[src/rtl/alu_cmd_engine.sv]
// Packet-driven byte engine: echoes payloads or sums little-endian 32-bit words.
// Optional ADD opcode (0xAD) is compiled in only when ALU_ADD_EN is defined.
module alu_cmd_engine (
   input  logic       clk_i,
   input  logic       rst_ni,
   input  logic [7:0] s_axis_tdata,
   input  logic       s_axis_tvalid,
   output logic       s_axis_tready,
   output logic [7:0] m_axis_tdata,
   output logic       m_axis_tvalid,
   input  logic       m_axis_tready,
   output logic       busy_o,
   output logic       err_o
);

   typedef enum logic [2:0] {
      OPCODE, RSVD, LEN_LO, LEN_HI, ECHO, ADD, SEND_SUM, DROP
   } state_t;

   localparam logic [7:0] OP_ECHO = 8'hEC;
   localparam logic [7:0] OP_ADD  = 8'hAD;

   state_t      state, state_nxt;
   logic        run;
   logic        err_nxt;
   logic [7:0]  opcode, len_lo;
   logic [15:0] len, remain;
   logic        out_free, s_fire, last_byte, load_echo, load_sum;
   logic [7:0]  sum_byte;
   logic [1:0]  byte_idx;

   assign len       = {s_axis_tdata, len_lo};
   assign out_free  = !m_axis_tvalid || m_axis_tready;
   assign s_fire    = s_axis_tvalid && s_axis_tready;
   assign last_byte = (remain == 16'd1);
   assign load_echo = s_fire && (state == ECHO);
   assign busy_o    = (state != OPCODE);

   // run holds tready low until the first edge after reset release
   always_comb begin
      s_axis_tready = 1'b0;
      case (state)
         ECHO:     s_axis_tready = run && out_free;
         SEND_SUM: s_axis_tready = 1'b0;
         default:  s_axis_tready = run;
      endcase
   end

   always_comb begin
      state_nxt = state;
      err_nxt   = 1'b0;
      case (state)
         OPCODE: if (s_fire) state_nxt = RSVD;
         RSVD:   if (s_fire) state_nxt = LEN_LO;
         LEN_LO: if (s_fire) state_nxt = LEN_HI;
         LEN_HI: if (s_fire) begin
            if (len < 16'd4) begin
               state_nxt = OPCODE;
               err_nxt   = 1'b1;
            end else if (len == 16'd4) begin
               state_nxt = OPCODE;
            end else if (opcode == OP_ECHO) begin
               state_nxt = ECHO;
`ifdef ALU_ADD_EN
            end else if (opcode == OP_ADD) begin
               state_nxt = ADD;
`endif
            end else begin
               state_nxt = DROP;
               err_nxt   = 1'b1;
            end
         end
         ECHO: if (s_fire && last_byte) state_nxt = OPCODE;
`ifdef ALU_ADD_EN
         ADD: if (s_fire && last_byte) begin
            state_nxt = SEND_SUM;
            err_nxt   = (byte_idx != 2'd3);
         end
         SEND_SUM: if (out_free && byte_idx == 2'd3) state_nxt = OPCODE;
`endif
         DROP: if (s_fire && last_byte) state_nxt = OPCODE;
         default: state_nxt = OPCODE;
      endcase
   end

   always_ff @(posedge clk_i or negedge rst_ni) begin
      if (!rst_ni) state <= OPCODE;
      else         state <= state_nxt;
   end

   always_ff @(posedge clk_i or negedge rst_ni) begin
      if (!rst_ni) begin
         run           <= 1'b0;
         err_o         <= 1'b0;
         opcode        <= 8'h00;
         len_lo        <= 8'h00;
         remain        <= 16'h0000;
         m_axis_tdata  <= 8'h00;
         m_axis_tvalid <= 1'b0;
      end else begin
         run   <= 1'b1;
         err_o <= err_nxt;
         if (s_fire && state == OPCODE) opcode <= s_axis_tdata;
         if (s_fire && state == LEN_LO) len_lo <= s_axis_tdata;
         if (s_fire && state == LEN_HI)
            remain <= len - 16'd4;
         else if (s_fire && (state == ECHO || state == ADD || state == DROP))
            remain <= remain - 16'd1;
         // single-entry output register shared by echo and sum bytes
         if (load_echo) begin
            m_axis_tdata  <= s_axis_tdata;
            m_axis_tvalid <= 1'b1;
         end else if (load_sum) begin
            m_axis_tdata  <= sum_byte;
            m_axis_tvalid <= 1'b1;
         end else if (m_axis_tready) begin
            m_axis_tvalid <= 1'b0;
         end
      end
   end

`ifdef ALU_ADD_EN
   logic [31:0] acc;
   logic [23:0] word;

   assign load_sum = (state == SEND_SUM) && out_free;
   assign sum_byte = acc[8*byte_idx +: 8];

   // byte_idx is the lane within the current word while adding, then the sum byte being sent
   always_ff @(posedge clk_i or negedge rst_ni) begin
      if (!rst_ni) begin
         acc      <= 32'h0;
         word     <= 24'h0;
         byte_idx <= 2'd0;
      end else if (s_fire && state == LEN_HI) begin
         acc      <= 32'h0;
         byte_idx <= 2'd0;
      end else if (s_fire && state == ADD) begin
         case (byte_idx)
            2'd0:    word[7:0]   <= s_axis_tdata;
            2'd1:    word[15:8]  <= s_axis_tdata;
            2'd2:    word[23:16] <= s_axis_tdata;
            default: acc <= acc + {s_axis_tdata, word};
         endcase
         byte_idx <= last_byte ? 2'd0 : byte_idx + 2'd1;
      end else if (load_sum) begin
         byte_idx <= byte_idx + 2'd1;
      end
   end
`else
   assign load_sum = 1'b0;
   assign sum_byte = 8'h00;
   assign byte_idx = 2'd0;
`endif

endmodule

[config.mk]
export PLATFORM = sky130hd
export DESIGN_NAME = alu_cmd_engine
export DESIGN_NICKNAME = d
export VERILOG_FILES = /design/src/rtl/alu_cmd_engine.sv
export SDC_FILE = /design/constraint.sdc
export NUM_CORES = 1
export LEC_CHECK = 0
export ABC_AREA = 1
export CAP_MARGIN = 30
export CORE_MARGIN = 5
export CORE_UTILIZATION = 63
export CTS_BUF_LIST = sky130_fd_sc_hd__clkbuf_16
export DETAILED_ROUTE_END_ITERATION = 12
export GPL_ROUTABILITY_DRIVEN = 0
export PLACE_DENSITY = 0.86
export SLEW_MARGIN = 40
export SYNTH_ARGS = -nofsm -noshare
export SYNTH_HDL_FRONTEND = slang
export SYNTH_SLANG_ARGS = --single-unit
[constraint.sdc]
create_clock -name clk_i -period 3.2 [get_ports clk_i]
set_input_delay 0.48 -clock clk_i [delete_from_list [all_inputs] [get_ports clk_i]]
set_output_delay 0.48 -clock clk_i [all_outputs]
set_load 0.05 [all_outputs]
Word-level counts from Yosys, hierarchy flattened:

Index checks and enable logic that the tools add are counted.

* bitwise logic cells: 0
* multiply operators: 0
* equal/unequal tests: 15
* $add $sub $neg: 2
* reduce and logical (&&, ||, !) cells: 18
* shifts and indexed selects: 0
* div/mod/pow operators: 0
* order comparisons: 1
* muxes and demuxes: 19

Operators with widths (count)
* $mux W16: 2
* $mux W3: 7
* $eq A16 B1 Y1 const B: 1
* $eq A16 B3 Y1 const B: 1
* $lt A16 B3 Y1 const B: 1
* $sub A16 B1 Y16 const B: 1
* $sub A16 B3 Y16 const B: 1
* $pmux W3 S5: 1
* $eq A3 B3 Y1 const B: 4
* $eq A8 B8 Y1 const B: 1
* $logic_and A1 B1 Y1: 8
* $ne A2 B2 Y1 const B: 4
* $mux W1: 7
* $eq A3 B2 Y1 const B: 2
* $reduce_and A5 Y1: 1
* $reduce_bool A2 Y1: 2
* $eq A3 B1 Y1 const B: 1
* $logic_not A3 Y1: 1
* $logic_or A1 B1 Y1: 3
* $reduce_bool A3 Y1: 1
* $mux W2: 1
* $ne A2 B1 Y1 const B: 1
* $pmux W1 S2: 1
* $reduce_or A2 Y1: 1
* $logic_not A1 Y1: 1

* bits in read-only memories: 0
* bits in registers: 46
* memories kept: 0
* logic and storage cells: 63
* input bits: 12
* bits in writable memories: 0
* bits in latches: 0

Depth between registers and ports, before layout:

Gate-level depths: netlist of run 1.

* word-level depth: 8
* depth in mapped cells: 12
* depth with buffers taken out: 12

Least setup slack after synthesis of run 1:

No wires, ideal clock.

* path kind: flip-flop to output port
* start point: reg m_axis_tvalid
* end point: out s_axis_tready
* buffers on the path: 0
* arrival: 1.236 ns
* stages on the path, launching flop included: 6
* setup slack: 1.484 ns
* data required time: 2.720 ns
* cell sequence: dfrtp_1 > nand2_1 > nand2_1 > nand2_4 > nand2_1 > inv_1

* longest elaborated chain between the ends: 4

Ends and longest elaborated chain
* from (decl): RTL line 10 `output logic m_axis_tvalid,`
* from (signal assigned): RTL line 99 `m_axis_tvalid <= 1'b0;`
* from (signal assigned): RTL line 112 `m_axis_tvalid <= 1'b1;`
* from (signal assigned): RTL line 115 `m_axis_tvalid <= 1'b1;`
* $logic_not A1 Y1: RTL line 33 `assign out_free = !m_axis_tvalid || m_axis_tready;`
* $logic_or A1 B1 Y1: RTL line 33
* $logic_and A1 B1 Y1: RTL line 43 `ECHO: s_axis_tready = run && out_free;`
* $pmux W1 S2: RTL line 42 `case (state)`
* to (decl): RTL line 8 `output logic s_axis_tready,`

Every way passes these cells.

Worst setup path after layout of run 1:

* start point: in m_axis_tready
* end point: out s_axis_tready

* longest elaborated chain between the ends: 3

Ends and longest elaborated chain
* from (decl): RTL line 11 `input logic m_axis_tready,`
* $logic_or A1 B1 Y1: RTL line 33
* $logic_and A1 B1 Y1: RTL line 43
* $pmux W1 S2: RTL line 42

Every way passes these cells.

==> impl_metrics.tcl, run 1 <==
set metrics [dict create \
    area_growth_pct 12.52 \
    clock_skew_ns 0.005130 \
    rrSetupSlack_ns 1.28 \
    cts.repair.resized 0 \
    drive_above_1_share 0.06856 \
    post-route-cell-area_um2 3249 \
    postCtsSetupBuffers 0 \
    r2r_start "state[2]$_DFFE_PN0P_" \
    yosys-top-cells-area "dfrtp_1 (40%), nand2_1 (17%), nor2_1 (6.8%)" \
    cp_slowest_cell "clkdlybuf4s50_1" \
    cts_max_level 2 \
    die_w_um 77.71 \
    hold_class "in2async" \
    worstSetupPathType "in2out" \
    pin_count 24 \
    die_y_um 77.71 \
    grt_max_degree 47 \
    required_ns 2.72 \
    grt_pass1_vias 2382 \
    cts_root_buf "clkbuf_16" \
    synthMuxAreaShare 0 \
    final_cell_mix "nand2_1 (133), nor2_1 (52), dfrtp_1 (46)" \
    tns_ns 0 \
    final_common_cell "nand2_1" \
    grt.total_usage 0.2272 \
    io_buffers 23 \
    yosysWarnings 0 \
    core_area_um2 4414 \
    post-route-util 0.7361 \
    combPwrFrac 0.463 \
    clock_sinks 46 \
    syn_area_um2 2888 \
    dieArea_um2 6038 \
    max_stage_delay_ns 0.79 \
    hold_buffers 0 \
    final_nets 438 \
    hold_ws_ns 0.1886 \
    p_sw_frac 0.4490 \
    fmax_mhz 387.6 \
    cts_buffers 5 \
    avgViaCountPerCell 5.505 \
    grt_pass1_wl_um 10980 \
    slew_headroom 0.6133 \
    antenna_cells 0 \
    synth_seq_cells 46 \
    synthXorXnorAreaFrac 0.02730 \
    worstPathArrival_ns 2.10 \
    yosys.area_share.adder 0.01733 \
    synth_top_area_share 0.3986 \
    vdd_ir_drop_max_uv 571.0 \
    endpoint_kind "output pin" \
    async_flop_share 1.000 \
    crit_fanout 3 \
    wire_per_inst_um 13.56 \
    synth_edf_count 0 \
    hpwl_um 4657 \
    r2r_cells 9 \
    hold_viol_final 0 \
    grt_overflow_total 0 \
    yosys.area_share.simple 0.3744 \
    placed_cell_area_um2 3083 \
    antenna_left 0 \
    drt_first_pass_iters 5 \
    cts_max_path_buffers 2 \
    yosys.area.top_type "dfrtp_1" \
    post-route-period-util 0.8062 \
    p_seq_frac 0.343 \
    synth-compound-area-share 0.08752 \
    syn-instance-count 401 \
    total_leakage_power_nw 1.643 \
    syn-num-nets 417 \
    cts.clk_slew.worst_paths_ns 0.06 \
    p_per_area_nw_per_um2 930.6 \
    p_clk_frac 0.194 \
    tightest_slew_ns 0.5801 \
    slew_viol_final 0 \
    outcome "finished, final reports clean" \
    setup_viol 0 \
    tritoncts "done" \
    r2r_end "remain[0]$_DFFE_PN0P_" \
    switchingPower_mw 1.358 \
    postSynthAreaPerCell_um2 7.201 \
    cp-start-kind "input port" \
    post-route-min-period_ns 2.580 \
    synth_ff_type "dfrtp_1" \
    num_rows 24 \
    vias 2615 \
    synth.distinct_cells 31 \
    synth-seq-area-share 0.3986 \
    path_common_cell "nand2_1" \
    p_int_mw 1.666 \
    clock_latency_ns 0.29 \
    crit_chain "clkdlybuf4s50_1 -> inv_1 -> nand2_1 -> nand2_1 -> nand2_4 -> nand2_1 -> inv_1 -> clkdlybuf4s50_1" \
    initial_core_util 0.6542 \
    rsz0062_at_grt "false" \
    drt-initial-drc-count 196 \
    drt_wl_total_um 6441 \
    drc 0 \
    drv_cap 0 \
    synth_top_family_by_area "simple AND/OR/NAND/NOR gates" \
    antenna_found_initial 0 \
]
==> power by group through the flow <==
stage	logic, mW	clock network (mW)	registers, mW
after CTS	1.40	0.591	1.04
after detailed placement	1.38	0	1.04
final	1.40	0.585	1.04
after global routing	1.57	0.623	1.08
after floorplan	0.997	0	1.10
after global placement	1.34	0	1.03
==> kinds of logic after synthesis <==
kind of cell | Yosys count
xor+xnor | 9
other cells | 1
simple gates | 243
fa+ha+maj | 4
flops | 46
compound gates | 45
buf+inv | 53
==> state kept, by name, indices dropped and copies added (netlist names) <==
| signal | flops |
|---|---|
| state | 3 |
| m_axis_tdata | 8 |
| remain | 16 |
| m_axis_tvalid | 1 |
| err_o | 1 |
| opcode | 8 |
| run | 1 |
| len_lo | 8 |
==> critical path, delay by kind of cell <==
family	cells	cell delay (ns)
buffers and inverters	4	1.32
AND/OR/NAND/NOR	4	0.29
==> worst max-delay path by stage <==
| stage | slack [ns] | start | endpoint | depth (start not counted) |
|---|---|---|---|---|
| after floorplan | 1.48 | m_axis_tvalid$_DFFE_PN0P_ | s_axis_tready | 5 |
| after global placement | 0.61 | m_axis_tready | s_axis_tready | 8 |
| after detailed placement | 0.61 | m_axis_tready | s_axis_tready | 8 |
| after CTS | 0.61 | m_axis_tready | s_axis_tready | 8 |
| after global routing | 0.55 | m_axis_tready | s_axis_tready | 8 |
| final | 0.62 | m_axis_tready | s_axis_tready | 8 |
==> through the flow <==
| step | total power, mW | setup WS [ns] | cells |
|---|---|---|---|
| after floorplan | 2.093 | 1.484 | 401 |
| after global placement | 2.366 | 0.6125 | 467 |
| after detailed placement | 2.419 | 0.6075 | 467 |
| after CTS | 3.022 | 0.6105 | 475 |
| after global routing | 3.270 | 0.5547 | 475 |
| final | 3.024 | 0.6203 | 475 |
==> cells in the mapped netlist, types with 2 or more instances <==
master,number
nand2_1,133
nor2_1,52
dfrtp_1,46
inv_1,40
nand3_1,37
o21ai_0,20
o21ai_1,17
buf_6,8
xor2_1,6
nand4_1,5
ha_1,4
nor3_1,4
inv_4,3
nand2_4,3
o21ai_2,3
xnor2_1,3
nand2_2,2
nand3_4,2
==> area by class of cell <==
type,instances,area [um^2]
Clock buffer,5,125.1
Tap cell,52,65.06
Multi-Input combinational cell,302,1466
Clock inverter,3,41.29
Sequential cell,46,1151
Fill cell,347,1165
Timing Repair Buffer,23,227.7
Inverter,44,172.7
==> layer usage <==
metal  global-route usage  vias up  routed length (um)
met4              0.08419        0                 181
met3              0.04861       22                 343
li1                     -     1310                   -
met5                    0        -                   0
met1               0.3113     1206                2847
met2               0.3548       77                3069
Note: power is estimated with default switching activity, not from simulation.
==> run 2: changes to the inputs <==
--- a/config.mk
+++ b/config.mk
@@ -8,11 +8,11 @@
 export ABC_AREA = 1
 export CAP_MARGIN = 30
 export CORE_MARGIN = 5
-export CORE_UTILIZATION = 63
+export CORE_UTILIZATION = 58
 export CTS_BUF_LIST = sky130_fd_sc_hd__clkbuf_16
 export DETAILED_ROUTE_END_ITERATION = 12
 export GPL_ROUTABILITY_DRIVEN = 0
-export PLACE_DENSITY = 0.86
+export PLACE_DENSITY = 0.8
 export SLEW_MARGIN = 40
 export SYNTH_ARGS = -nofsm -noshare
 export SYNTH_HDL_FRONTEND = slang
==> constraint.sdc (replaced) <==
create_clock -name clk_i -period 2.7 [get_ports clk_i]
set_input_delay 0.405 -clock clk_i [delete_from_list [all_inputs] [get_ports clk_i]]
set_output_delay 0.405 -clock clk_i [all_outputs]
set_load 0.05 [all_outputs]
==> run 2 against run 1 <==
Compared with the run above: core utilization down 5.2 points; count of clock-buffer cells in the layout unchanged; largest power group unchanged; hold slack worse by 0.12 ns; setup slack worse by 0.35 ns; clock power up 21%.
==> impl_metrics.tcl, run 2 (synthesis gave the netlist of run 1 again) <==
set metrics [dict create \
    hold_buffers 0 \
    outcome "finished, final reports clean" \
    cts_buffers 5 \
    regMostFlops "remain" \
    finalWorstSetupSlack_ns 0.2752 \
    antenna_found_initial 0 \
    wire_per_inst_um 13.64 \
    required_ns 2.30 \
    grt_pass1_vias 2467 \
    grt_max_degree 29 \
    drive_above_1_share 0.07547 \
    slew_headroom 0.6261 \
    grt.total_usage 0.2340 \
    grt_overflow_total 0 \
    finalNonFillerCells 491 \
    hpwl_um 4787 \
    drt-initial-drc-count 268 \
    crit_chain "nor2_1 -> inv_1 -> nor2_1 -> inv_1 -> clkdlybuf4s50_1" \
    wirelength_met1_um 3036 \
    cts_max_path_buffers 2 \
    hold_class "in2async" \
    avgViaCountPerCell 5.407 \
    vdd_ir_drop_max_uv 583.1 \
    dieArea_um2 6490 \
    cts.repair.resized 0 \
    final_cell_mix "nand2_1 (133), nor2_1 (52), dfrtp_1 (46)" \
    clock_sinks 46 \
    dr_wl_met2_um 3087 \
    slew_viol_final 0 \
    tritoncts "done" \
    endpoint_kind "output pin" \
    hold_viol_final 0 \
    grt_pass1_wl_um 11640 \
    cp-start-kind "flip-flop" \
    drv_cap 0 \
    vias 2655 \
    final_common_cell "nand2_1" \
    postCtsSetupBuffers 0 \
    pin_count 24 \
    fillers 407 \
    num_rows 25 \
    drt_wl_total_um 6699 \
    core_area_um2 4786 \
    crit_fanout 6 \
    placed_cell_area_um2 3104 \
    p_clk_frac 0.197 \
    tightest_slew_ns 0.5589 \
    p_seq_frac 0.343 \
    cts.clk_slew.worst_paths_ns 0.07 \
    area_growth_pct 13.34 \
    die_w_um 80.56 \
    post-route-cell-area_um2 3273 \
    clock_latency_ns 0.29 \
    place_inst 483 \
    max_stage_delay_ns 0.70 \
    place_ws_ns 0.4507 \
    antenna_cells 0 \
    initial_core_util 0.6034 \
    total_leakage_power_nw 1.650 \
    drt_first_pass_iters 6 \
    cp_slowest_cell "clkdlybuf4s50_1" \
    io_buffers 23 \
    combPwrFrac 0.461 \
    drc 0 \
    p_sw_frac 0.4518 \
    setup_viol 0 \
    critPathTopFamily "buffers and inverters" \
    largest_reg_flops 16 \
    wl_met3_um 441 \
    antenna_left 0 \
    switchingPower_mw 1.630 \
    worstPathArrival_ns 2.02 \
    post-route-period-util 0.8981 \
    fmax_mhz 412.4 \
    die_y_um 80.56 \
    final_nets 439 \
    cts_max_level 2 \
    worstSetupPathType "reg2out" \
    post-route-min-period_ns 2.425 \
    p_int_mw 1.977 \
    rsz0062_at_grt "false" \
    cts_root_buf "clkbuf_16" \
    tns_ns 0 \
    clock_skew_ns 0.006620 \
    highest_layer "met4" \
    crit_buf_inv 3 \
    p_per_area_nw_per_um2 1102 \
]
-- run 2: power by group through the flow --
stage	combinational (mW)	sequential (mW)	clock (mW)
finish	1.66	1.24	0.709
CTS	1.66	1.23	0.718
detailed placement	1.62	1.24	0
global placement	1.60	1.23	0
floorplan	1.18	1.30	0
global route	1.88	1.28	0.749
-- run 2: final cells by class --
cell class	instances	area, um^2	share of cell area
Multi-Input combinational cell	302	1466	0.4480
Sequential cell	46	1151	0.3517
Timing Repair Buffer	24	230.2	0.07034
Inverter	44	172.7	0.05275
Clock buffer	5	125.1	0.03823
Tap cell	67	83.83	0.02561
Clock inverter	3	43.79	0.01338
-- run 2: stage by stage --
stage | power [mW] | hold slack, ns | util
floorplan | 2.481 | 0.1094 | -
finish | 3.607 | 0.06717 | 0.6839
CTS | 3.604 | 0.07343 | 0.6839
global placement | 2.828 | 0.3784 | 0.6486
detailed placement | 2.860 | 0.3797 | 0.6486
global route | 3.907 | 0.09534 | 0.6839
-- run 2: routing by layer --
layer  up-vias  GRT usage
met2       107     0.3667
met1      1222     0.3272
li1       1314          -
met4         0    0.07939
met5         -          0
met3        12    0.03924
-- run 2: path summary, 6_finish.rpt --
kind / startpoint / to / slack [ns] / cells after the start
worst min-delay path: rst_ni / remain[13]$_DFFE_PN0P_ / 0.07 / 1
min in group clk_i: opcode[6]$_DFFE_PN0P_ / opcode[6]$_DFFE_PN0P_ / 0.49 / 2
worst max register to register: state[2]$_DFFE_PN0P_ / remain[0]$_DFFE_PN0P_ / 0.78 / 9
max in group asynchronous: rst_ni / len_lo[5]$_DFFE_PN0P_ / 1.90 / 2
worst min register to register: opcode[6]$_DFFE_PN0P_ / opcode[6]$_DFFE_PN0P_ / 0.49 / 2
worst max-delay path: state[0]$_DFFE_PN0P_ / busy_o / 0.28 / 5
==> run 3: changes to the inputs <==
--- a/config.mk
+++ b/config.mk
@@ -12,7 +12,7 @@
 export CTS_BUF_LIST = sky130_fd_sc_hd__clkbuf_16
 export DETAILED_ROUTE_END_ITERATION = 12
 export GPL_ROUTABILITY_DRIVEN = 0
-export PLACE_DENSITY = 0.8
+export PLACE_DENSITY = 0.86
 export SLEW_MARGIN = 40
 export SYNTH_ARGS = -nofsm -noshare
 export SYNTH_HDL_FRONTEND = slang
==> run 3 against run 2 <==
Compared with the run above: count of clock-buffer cells in the layout unchanged; clock power is 15% lower; largest cell class unchanged; register-to-register slack gained 0.03 ns; final cell count shrank 0.20%; setup slack improved by 0.037 ns; critical path type unchanged; clock skew fell by 0.0041 ns; sequential share of layout area grew 0.34 points; wire length rose by 1.6%; fmax grew 1.6%; core utilization fell by 0.65 points; critical path depth unchanged.
==> impl_metrics.tcl, run 3 (synthesis gave the netlist of run 1 again) <==
set metrics [dict create \
    outcome "finished, final reports clean" \
    max_stage_delay_ns 0.70 \
    antenna_cells 0 \
    crit_chain "nor2_1 -> inv_1 -> nor2_1 -> inv_1 -> clkdlybuf4s50_1" \
    drv_cap 0 \
    hpwl_um 4892 \
    r2r_end "remain[0]$_DFFE_PN0P_" \
    initial_core_util 0.6034 \
    grt_max_degree 47 \
    cp_slowest_cell "clkdlybuf4s50_1" \
    final_cell_mix "nand2_1 (133), nor2_1 (52), dfrtp_1 (46)" \
    avgViaCountPerCell 5.429 \
    antenna_found_initial 0 \
    largest_reg_flops 16 \
    worstPathArrival_ns 1.98 \
    worstSetupPathType "reg2out" \
    r2r_cells 9 \
    regMostFlops "remain" \
    hold_buffers 0 \
    finalWorstSetupSlack_ns 0.3124 \
    rsz0062_at_grt "false" \
    setup_viol 0 \
    vdd_ir_drop_max_uv 588.9 \
    cts_root_buf "clkbuf_16" \
    grt_pass1_vias 2537 \
    endpoint_kind "output pin" \
    post-route-util 0.6774 \
    cts_max_path_buffers 2 \
    cts_buffers 5 \
    total_leakage_power_nw 1.637 \
    area_growth_pct 12.26 \
    cts.repair.resized 0 \
    hold_ws_ns 0.1203 \
    drt-initial-drc-count 212 \
    wl_met3_um 349 \
    critPathTopFamily "buffers and inverters" \
    tns_ns 0 \
    fmax_mhz 418.8 \
    place_inst 482 \
    num_rows 25 \
    cts_max_level 2 \
    p_per_area_nw_per_um2 1086 \
    highest_layer "met4" \
    final_nets 438 \
    core_area_um2 4786 \
    antenna_left 0 \
    die_y_um 80.56 \
    drt_wl_total_um 6803 \
    cp-start-kind "flip-flop" \
    grt_pass1_wl_um 11760 \
    crit_buf_inv 3 \
    rrSetupSlack_ns 0.81 \
    final_common_cell "nand2_1" \
    dr_wl_met2_um 3313 \
    vias 2660 \
    slew_viol_final 0 \
    dieArea_um2 6490 \
    wire_per_inst_um 13.88 \
    postCtsSetupBuffers 0 \
    cts.clk_slew.worst_paths_ns 0.06 \
    clock_skew_ns 0.002528 \
    drive_above_1_share 0.07092 \
    wirelength_met1_um 3032 \
    tightest_slew_ns 0.5889 \
    grt_overflow_total 0 \
    post-route-period-util 0.8843 \
    clock_sinks 46 \
    io_buffers 23 \
    grt.total_usage 0.2334 \
    slew_headroom 0.6074 \
    crit_fanout 6 \
    place_ws_ns 0.5089 \
    hold_class "in2async" \
    post-route-min-period_ns 2.388 \
    hold_viol_final 0 \
    drc 0 \
    clock_latency_ns 0.29 \
    required_ns 2.30 \
    drt_first_pass_iters 5 \
    die_w_um 80.56 \
    r2r_start "state[2]$_DFFE_PN0P_" \
    tritoncts "done" \
    finalNonFillerCells 490 \
    pin_count 24 \
]
-- run 3: changes by cell type in the layout (fill, tap and decap cells not counted), sizes merged --
cell / previous run / this run
clkinv: 1 / 2
buf: 3 / 2
bufinv: 1 / 0
-- run 3: stage by stage --
step | area [um^2] | power (mW)
2_1_floorplan | 2888 | 2.481
3_5_place_dp | 3099 | 2.876
6_report | 3242 | 3.521
4_1_cts | 3242 | 3.506
3_3_place_gp | 3097 | 2.817
5_1_grt | 3242 | 3.798
-- run 3: cell type report --
class | instances | area [um^2]
multi-input combinational | 302 | 1466
fill | 415 | 1544
tap | 67 | 83.83
timing repair buffer | 23 | 225.2
inverter | 44 | 172.7
clock buffer | 5 | 125.1
sequential | 46 | 1151
clock inverter | 3 | 17.52
-- run 3: how the worst max path moves through the flow --
stage                                          from                    end  slack [ns]  cells past startpoint
after floorplan           m_axis_tvalid$_DFFE_PN0P_          s_axis_tready        1.06                      5
after global placement                m_axis_tready  remain[0]$_DFFE_PN0P_        0.57                     11
after detailed placement              m_axis_tready  remain[0]$_DFFE_PN0P_        0.51                     11
after CTS                      state[0]$_DFFE_PN0P_                 busy_o        0.29                      5
after global routing           state[0]$_DFFE_PN0P_                 busy_o        0.14                      5
final                          state[0]$_DFFE_PN0P_                 busy_o        0.31                      5
-- run 3: report_power, final --
part           total [mW]  internal, mW  switching, mW
sequential           1.24         0.968          0.270
combinational        1.68         0.575           1.11
clock               0.603         0.340          0.263
-- run 3: routing by layer --
| layer | up-vias | global-route usage |
|---|---|---|
| li1 | 1313 | - |
| met1 | 1242 | 0.3051 |
| met2 | 90 | 0.3924 |
| met3 | 15 | 0.04484 |
| met4 | 0 | 0.06588 |
| met5 | - | 0 |
-- run 3: worst register-to-register path: cells and delay by family, from the launching register on --
kind	cells	cell delay [ns]
flip-flops	1	0.55
buffers and inverters	3	0.59
AND/OR/NAND/NOR	4	0.36
AO/OA/AOI/OAI	2	0.32
